[src/rtl/i2c_master_reg_seq.sv]
// Register-access sequencer: expands one host register read/write request into
// the byte-controller command sequence and reports completion and errors.
`timescale 1ns/1ps
module i2c_master_reg_seq #(
   parameter logic [15:0] TIMEOUT_CYC = 16'hFFFF
) (
   input  logic        clk,
   input  logic        Reset,
   input  logic        rst,
   input  logic        req,
   input  logic        req_rnw,
   input  logic [6:0]  dev_addr,
   input  logic [7:0]  reg_addr,
   input  logic [1:0]  len,
   input  logic [31:0] wr_data,
   output logic        busy,
   output logic        done,
   output logic [31:0] rd_data,
   output logic        err_nack,
   output logic        err_al,
   output logic        err_timeout,
   output logic        bc_rst,
   output logic        bc_start,
   output logic        bc_stop,
   output logic        bc_read,
   output logic        bc_write,
   output logic        bc_ack_in,
   output logic [7:0]  bc_din,
   input  logic        bc_cmd_ack,
   input  logic        bc_ack_out,
   input  logic [7:0]  bc_dout,
   input  logic        bc_al
);

   typedef enum logic [2:0] {
      ST_IDLE,
      ST_DEV_W,
      ST_REG,
      ST_WDATA,
      ST_RSTART,
      ST_RDATA,
      ST_STOP,
      ST_DONE
   } state_t;

   state_t      state_reg, state_next;
   logic        rnw_reg, rnw_next;
   logic [6:0]  dev_reg, dev_next;
   logic [7:0]  regaddr_reg, regaddr_next;
   logic [1:0]  len_reg, len_next;
   logic [31:0] wdata_reg, wdata_next;
   logic [1:0]  k_reg, k_next;
   logic [15:0] timer_reg, timer_next;
   logic        active_reg, active_next;
   logic        start_reg, start_next;
   logic        stop_reg, stop_next;
   logic        read_reg, read_next;
   logic        write_reg, write_next;
   logic        ack_in_reg, ack_in_next;
   logic [7:0]  din_reg, din_next;
   logic        err_nack_reg, err_nack_next;
   logic        err_al_reg, err_al_next;
   logic        err_to_reg, err_to_next;
   logic        bc_rst_reg, bc_rst_next;
   logic [7:0]  rd_byte_reg [4];
   logic [7:0]  rd_byte_next [4];
   logic [7:0]  wr_byte [4];

   logic last_byte;
   logic timeout_hit;
   logic nack_seen;

   genvar gi;
   generate
      for (gi = 0; gi < 4; gi++) begin : g_bytes
         assign wr_byte[gi]           = wdata_reg[8*gi +: 8];
         assign rd_data[8*gi +: 8]    = rd_byte_reg[gi];
      end
   endgenerate

   assign last_byte   = (k_reg == len_reg);
   // The wait counter fires on the edge where it would reach TIMEOUT_CYC.
   assign timeout_hit = (TIMEOUT_CYC != 16'd0) && (timer_reg == TIMEOUT_CYC - 16'd1);
   assign nack_seen   = write_reg && bc_ack_out;

   always_ff @(posedge clk or posedge Reset) begin
      if (Reset) begin
         state_reg    <= ST_IDLE;
         rnw_reg      <= 1'b0;
         dev_reg      <= '0;
         regaddr_reg  <= '0;
         len_reg      <= '0;
         wdata_reg    <= '0;
         k_reg        <= '0;
         timer_reg    <= '0;
         active_reg   <= 1'b0;
         start_reg    <= 1'b0;
         stop_reg     <= 1'b0;
         read_reg     <= 1'b0;
         write_reg    <= 1'b0;
         ack_in_reg   <= 1'b0;
         din_reg      <= '0;
         err_nack_reg <= 1'b0;
         err_al_reg   <= 1'b0;
         err_to_reg   <= 1'b0;
         bc_rst_reg   <= 1'b0;
         for (int i = 0; i < 4; i++) begin
            rd_byte_reg[i] <= '0;
         end
      end else begin
         state_reg    <= state_next;
         rnw_reg      <= rnw_next;
         dev_reg      <= dev_next;
         regaddr_reg  <= regaddr_next;
         len_reg      <= len_next;
         wdata_reg    <= wdata_next;
         k_reg        <= k_next;
         timer_reg    <= timer_next;
         active_reg   <= active_next;
         start_reg    <= start_next;
         stop_reg     <= stop_next;
         read_reg     <= read_next;
         write_reg    <= write_next;
         ack_in_reg   <= ack_in_next;
         din_reg      <= din_next;
         err_nack_reg <= err_nack_next;
         err_al_reg   <= err_al_next;
         err_to_reg   <= err_to_next;
         bc_rst_reg   <= bc_rst_next;
         rd_byte_reg  <= rd_byte_next;
      end
   end

   always_comb begin
      state_next    = state_reg;
      rnw_next      = rnw_reg;
      dev_next      = dev_reg;
      regaddr_next  = regaddr_reg;
      len_next      = len_reg;
      wdata_next    = wdata_reg;
      k_next        = k_reg;
      timer_next    = timer_reg;
      active_next   = active_reg;
      start_next    = start_reg;
      stop_next     = stop_reg;
      read_next     = read_reg;
      write_next    = write_reg;
      ack_in_next   = ack_in_reg;
      din_next      = din_reg;
      err_nack_next = err_nack_reg;
      err_al_next   = err_al_reg;
      err_to_next   = err_to_reg;
      bc_rst_next   = 1'b0;
      rd_byte_next  = rd_byte_reg;

      case (state_reg)
         ST_IDLE: begin
            if (req) begin
               rnw_next      = req_rnw;
               dev_next      = dev_addr;
               regaddr_next  = reg_addr;
               len_next      = len;
               wdata_next    = wr_data;
               k_next        = 2'd0;
               err_nack_next = 1'b0;
               err_al_next   = 1'b0;
               err_to_next   = 1'b0;
               for (int i = 0; i < 4; i++) begin
                  rd_byte_next[i] = '0;
               end
               state_next    = ST_DEV_W;
            end
         end

         ST_DONE: begin
            state_next = ST_IDLE;
         end

         default: begin
            if (bc_al) begin
               // The byte controller drops to idle on its own, so no STOP follows.
               start_next  = 1'b0;
               stop_next   = 1'b0;
               read_next   = 1'b0;
               write_next  = 1'b0;
               ack_in_next = 1'b0;
               active_next = 1'b0;
               err_al_next = 1'b1;
               state_next  = ST_DONE;
            end else if (!active_reg) begin
               active_next = 1'b1;
               timer_next  = 16'd0;
               start_next  = 1'b0;
               stop_next   = 1'b0;
               read_next   = 1'b0;
               write_next  = 1'b0;
               ack_in_next = 1'b0;
               din_next    = 8'h00;
               case (state_reg)
                  ST_DEV_W: begin
                     start_next = 1'b1;
                     write_next = 1'b1;
                     din_next   = {dev_reg, 1'b0};
                  end
                  ST_REG: begin
                     write_next = 1'b1;
                     din_next   = regaddr_reg;
                  end
                  ST_WDATA: begin
                     write_next = 1'b1;
                     stop_next  = last_byte;
                     din_next   = wr_byte[k_reg];
                  end
                  ST_RSTART: begin
                     start_next = 1'b1;
                     write_next = 1'b1;
                     din_next   = {dev_reg, 1'b1};
                  end
                  ST_RDATA: begin
                     read_next   = 1'b1;
                     ack_in_next = last_byte;
                     stop_next   = last_byte;
                  end
                  default: begin
                     stop_next = 1'b1;
                  end
               endcase
            end else if (timeout_hit) begin
               start_next  = 1'b0;
               stop_next   = 1'b0;
               read_next   = 1'b0;
               write_next  = 1'b0;
               ack_in_next = 1'b0;
               active_next = 1'b0;
               err_to_next = 1'b1;
               bc_rst_next = 1'b1;
               state_next  = ST_DONE;
            end else if (bc_cmd_ack) begin
               start_next  = 1'b0;
               stop_next   = 1'b0;
               read_next   = 1'b0;
               write_next  = 1'b0;
               ack_in_next = 1'b0;
               active_next = 1'b0;
               if (nack_seen) begin
                  err_nack_next = 1'b1;
                  state_next    = stop_reg ? ST_DONE : ST_STOP;
               end else begin
                  case (state_reg)
                     ST_DEV_W: state_next = ST_REG;
                     ST_REG: begin
                        k_next     = 2'd0;
                        state_next = rnw_reg ? ST_RSTART : ST_WDATA;
                     end
                     ST_WDATA: begin
                        if (last_byte) state_next = ST_DONE;
                        else           k_next     = k_reg + 2'd1;
                     end
                     ST_RSTART: begin
                        k_next     = 2'd0;
                        state_next = ST_RDATA;
                     end
                     ST_RDATA: begin
                        rd_byte_next[k_reg] = bc_dout;
                        if (last_byte) state_next = ST_DONE;
                        else           k_next     = k_reg + 2'd1;
                     end
                     default: state_next = ST_DONE;
                  endcase
               end
            end else begin
               timer_next = timer_reg + 16'd1;
            end
         end
      endcase

      if (rst) begin
         state_next    = ST_IDLE;
         rnw_next      = 1'b0;
         dev_next      = '0;
         regaddr_next  = '0;
         len_next      = '0;
         wdata_next    = '0;
         k_next        = '0;
         timer_next    = '0;
         active_next   = 1'b0;
         start_next    = 1'b0;
         stop_next     = 1'b0;
         read_next     = 1'b0;
         write_next    = 1'b0;
         ack_in_next   = 1'b0;
         din_next      = '0;
         err_nack_next = 1'b0;
         err_al_next   = 1'b0;
         err_to_next   = 1'b0;
         bc_rst_next   = 1'b0;
         for (int i = 0; i < 4; i++) begin
            rd_byte_next[i] = '0;
         end
      end
   end

   assign busy        = (state_reg != ST_IDLE);
   assign done        = (state_reg == ST_DONE);
   assign err_nack    = err_nack_reg;
   assign err_al      = err_al_reg;
   assign err_timeout = err_to_reg;
   assign bc_rst      = bc_rst_reg;
   assign bc_start    = start_reg;
   assign bc_stop     = stop_reg;
   assign bc_read     = read_reg;
   assign bc_write    = write_reg;
   assign bc_ack_in   = ack_in_reg;
   assign bc_din      = din_reg;

endmodule

[config.mk]
export PLATFORM = sky130hd
export DESIGN_NAME = i2c_master_reg_seq
export DESIGN_NICKNAME = d
export VERILOG_FILES = /design/src/rtl/i2c_master_reg_seq.sv
export SDC_FILE = /design/constraint.sdc
export NUM_CORES = 1
export LEC_CHECK = 0
export ABC_AREA = 1
export ABC_CLOCK_PERIOD_IN_PS = 5400
export BUFFER_PORTS_ARGS = -buffer_cell sky130_fd_sc_hd__buf_4
export CAP_MARGIN = 10
export CORE_MARGIN = 5
export CORE_UTILIZATION = 60
export CTS_BUF_LIST = sky130_fd_sc_hd__clkbuf_8
export DETAILED_ROUTE_END_ITERATION = 10
export PLACE_DENSITY = 0.81
export REMOVE_ABC_BUFFERS = 1
export SLEW_MARGIN = 20
export SYNTH_ARGS = -nofsm -noshare
export SYNTH_HDL_FRONTEND = slang
export SYNTH_SLANG_ARGS = --single-unit
export TNS_END_PERCENT = 1
[constraint.sdc]
create_clock -name clk -period 5.4 [get_ports clk]
set_input_delay 0.27 -clock clk [delete_from_list [all_inputs] [get_ports clk]]
set_output_delay 0.27 -clock clk [all_outputs]
set_load 0.02 [all_outputs]
; ---- After elaboration in Yosys (flattened, before gate mapping)
; Cells that the tools add are included.
; Widths: inputs -> output; s select.
[classes]
add_sub_neg = 2
magnitude_cmp = 2
eq_ne = 21
n_mux = 117
n_bitwise = 1
reduce_logical = 31
[op_table]
columns = operator, n
row1 = $mux 32, 11
row2 = $mux 16, 6
row3 = $mux 8, 10
row4 = $pmux 32 s2, 1
row5 = $mux 1, 54
row6 = $bwmux 32, 1
row7 = $pmux 8 s4, 1
row8 = $mux 3, 9
row9 = $mux 2, 11
row10 = $mux 7, 3
row11 = $reduce_bool 3->1, 7
row12 = $add 16x1->16 const B, 1
row13 = $bmux 8 s2, 1
row14 = $demux 8 s2, 1
row15 = $eq 16x16->1 const B, 1
row16 = $pmux 3 s4, 1
row17 = $eq 3x3->1 const B, 3
row18 = $ne 3x2->1 const B, 3
row19 = $ne 3x3->1 const B, 3
row20 = $reduce_and 9->1, 1
row21 = $ne 8x1->1 const B, 1
row22 = $pmux 1 s2, 4
row23 = $pmux 2 s2, 2
row24 = $reduce_and 4->1, 2
row25 = 26 further kinds, 36
[word_totals]
regBits = 121
input_bits = 65
out_inout_bits = 51
wordCells = 197

; ---- Depth between registers and ports, before layout
[depth]
word_depth = 14
ltp_mapped = 12
mapped_depth_nobuf = 12

; ---- Worst setup path after synthesis
; OpenSTA, ideal clock, no wires.
[synth_timing]
path_type = reg-to-reg
startpoint = reg k_reg[1]
endpoint = reg rd_byte_reg (netlist bit rd_data[0])
setup_time_ns = 0.065
arrival_ns = 1.629
setup_slack_ns = 3.706
path_stages_with_launch = 9
path_cell_list = dfrtp_1 > inv_1 > buf_1 > ha_1 > buf_4 > or2_2 > nand3_2 > nand2_1 > nand2_1
[synth_via]
elab_chain_cells = 14
word_cells_on_any_way = 15
cone_classes = 2 x order compare / 11 x mux / 1 x bitwise / 1 x reduce/logical
[synth_rtl]
columns = item, line
row1 = from (decl), 52  ; logic [1:0] k_reg, k_next;
row2 = from (signal assigned), 117  ; k_reg <= k_next;
row3 = $not 2->3 (implied by the code) (*), 264  ; rd_byte_next[k_reg] = bc_dout;
row4 = $ge 3x3->1 (implied by the code) or $lt 3x1->1 (tied branches), 264
row5 = $logic_and 1x1->1 (implied by the code), 264
row6 = $mux 8 (implied by the code), 264
row7 = $demux 8 s2 (*), 264
row8 = $bwmux 32 (*), 264
row9 = $mux 32 (*), 249  ; case (state_reg)
row10 = $mux 32 (*), 245  ; if (nack_seen) begin
row11 = $mux 32 (*), 238  ; end else if (bc_cmd_ack) begin
row12 = $mux 32 (*), 228  ; end else if (timeout_hit) begin
row13 = $mux 32 (*), 190  ; end else if (!active_reg) begin
row14 = $mux 32 (*), 180  ; if (bc_al) begin
row15 = $pmux 32 s2 (*), 156  ; case (state_reg)
row16 = $mux 32 (*), 277  ; if (rst) begin
row17 = to (signal assigned), 130  ; rd_byte_reg <= rd_byte_next;
row18 = to (decl), 65  ; logic [7:0] rd_byte_reg [4];
; Mark *: on every way between the ends. The rest lies on a longest branch, timed or not. The select of a mux whose other input is x is not followed.
; A chain may end at the register's enable or synchronous reset.

; ---- Worst setup path in the final report
[layout_timing]
startpoint = reg k_reg[0]
endpoint = reg rd_byte_reg (netlist bit rd_data[17])
; The elaborated chain is that of the path after synthesis.

==> flow_summary.ini <==
[power_and_ir_drop]
ir_drop_mv = 0.276
power_density_nw_per_um2 = 387
p_int_w = 0.00190
power_frac_seq_pct = 38.4
power_switching_w = 0.00107
p_clk_share_pct = 32.1
total_power_w = 0.00297
leakagePower_nw = 4.04
p_sw_share_pct = 36.0
p_comb_share_pct = 29.4

[synth]
synthesis.area_um2 = 6380
yosys_warnings = 0
synth_top_area_share_pct = 47.5
syn_inst = 819
synth-seq-cells = 121
ys_types = 35
synth_top_flop_cell = dfrtp_1
yosys.cell_count.top_type = nand2_1
synth.avg_cell_area_um2 = 7.79
synth_top_area_cell = dfrtp_1
synth.top_cells.by_count = nand2_1 (228), nand3_1 (125), dfrtp_1 (121)
synth_edf_count = 0
synth_area_leaders = dfrtp_1 (47%), nand2_1 (13%), nand3_1 (9.8%)
synthArstFlopShare_pct = 100
ys_seq_area_share_pct = 47.5

[timing]
skew_ns = 0.00840
period_minus_slack_ns = 2.44
post-route-period-util_pct = 45.2
tightestPinTransition_ns = 0.899
setup_viol = 0
fmax_mhz = 410
drv_slew = 0
rsz0062_at_grt = false
slew_headroom_pct = 39.9
hold_violations = 9
fin_setup_tns_ns = 0
hold_slack_ns = -0.00854

[hold_path]
hp-class = input port to async pin

[global_route]
grt_pass1_wl_um = 27400
antenna_found_initial = 0
grtUsageTotal_pct = 26.5
first_global_vias = 5812
overflow = 0
grt_max_degree = 69

[clock_network]
clock-sinks = 121
cts_tree = done
cts_buffer_depth = 2
cts_root_buf = clkbuf_8
cts_buffers = 17
cts_hold_buf = 0
ctsResizeCount = 0
clk_latency_ns = 0.44
ctsHtreeMaxLevel = 4
clk_pin_slew_ns = 0.07
post_cts_buffers = 0

[die]
rows = 37
core_area_um2 = 10400
die-area_um2 = 12800
dieHeight_um = 113
start_util_pct = 61.5
fp.dieW_um = 113
io_pins = 116

[setup_path]
start_kind = flip-flop
r2r-start = k_reg[0]
r2r_slack_ns = 2.96
worst_setup_path_end_kind = flip-flop
r2r_end = rd_data[17]
worstRegToRegCells = 6
required_ns = 5.77
arrival_ns = 2.81
crit_type = flip-flop to flip-flop
crit_fanout = 26

[placed_design]
gp_congestion = 0.931
post-place-cells = 1032
place_area_um2 = 7200
dpl.hpwl_um = 11500
portBuffers = 115

[finish]
finish.instance_area_um2 = 7670
drive_gt1_share_pct = 20.7
fin_nets = 986
fin_cells = 1064
num_antenna_cells = 0
area_delta_synth_final_pct = 20.3
final_core_util_pct = 74.0

[drt]
vias_per_cell = 5.68
drc = 0
antenna_left = 0
dr.pass1.iters = 7
drtIter0Drc = 452
wl_um = 16500
detail_route.wl_per_cell_um = 15.5
num_vias = 6039

[status]
violations = hold timing
status = complete, but fails checks

[flow_run]
drv_cap = 0
cell usage in the layout, fill, tap and decap left out, types with 2 or more instances in the layout:
cell	count
dfrtp_1	121
o21bai_1	3
a21oi_1	23
nand2_2	7
a31oi_1	6
or2_2	4
o21ai_2	3
ha_1	6
inv_1	58
nor3_1	6
nand3_2	6
nand3_1	125
nand2_1	228
nor2_4	7
nand2_4	3
nand4_1	14
inv_2	5
nor2_1	52
o21ai_0	74
bufinv_16	5
xor2_1	4
nor2_2	4
inv_4	2
o21ai_1	15
clkinv_2	2
buf_4	117
clkbuf_8	22
worst max-delay path by stage:
stage | from | to | slack, ns
after floorplan | Reset | active_reg | 1.92
after global placement | rst | rnw_reg | 3.04
after detailed placement | rst | wdata_reg[14] | 2.91
after CTS | k_reg[0] | rd_data[17] | 3.00
after global routing | k_reg[0] | rd_data[6] | 2.78
final | k_reg[0] | rd_data[17] | 2.96
final cells by class:
class / count / area, µm²
Clock inverter: 10 / 171
Fill cell: 810 / 2700
Tap cell: 136 / 170
Timing Repair Buffer: 117 / 878
Clock buffer: 22 / 303
Multi-Input combinational cell: 594 / 2870
Inverter: 64 / 250
Sequential cell: 121 / 3030
per-stage QoR:
step	hold slack [ns]	setup slack, ns
after detailed placement	0.462	2.91
after CTS	0.0159	3.00
after global placement	0.457	3.04
after global routing	0.0341	2.78
final	-0.00854	2.96
after floorplan	0.411	1.92
worst max-delay path, cell delays in order, from the launching register on:
cell,delay (ns)
dfrtp_1,0.83
inv_1,0.46
ha_1,0.44
or2_2,0.34
nand3_2,0.15
nand2_1,0.08
nand2_1,0.07
logic make-up (layout without fill, tap and decap cells):
| kind of cell | count (synthesis) | in the layout | share of synthesized area (%) |
|---|---|---|---|
| buf+inv | 104 | 213 | 7.49 |
| fa+ha+maj | 6 | 6 | 1.18 |
| compound gates | 126 | 126 | 10.5 |
| xor+xnor | 4 | 4 | 0.549 |
| simple gates | 458 | 458 | 32.8 |
| flops | 121 | 121 | 47.5 |
power groups by stage:
stage | clock network [W] | registers (W) | logic, W
after detailed placement | 0 | 0.00116 | 0.000864
after floorplan | 0 | 0.00115 | 0.000581
after CTS | 0.000965 | 0.00114 | 0.000871
after global routing | 0.00101 | 0.00116 | 0.000975
after global placement | 0 | 0.00115 | 0.000836
final | 0.000954 | 0.00114 | 0.000875
routing by layer:
layer	vias to the layer above	global-route usage [%]	part of all wire, %
met5	-	0	0
met3	43	7.22	8.4
li1	2880	-	-
met1	2822	34.8	41
met4	0	9.21	2.3
met2	294	42.6	48
Note: power is estimated with default switching activity, not from simulation.
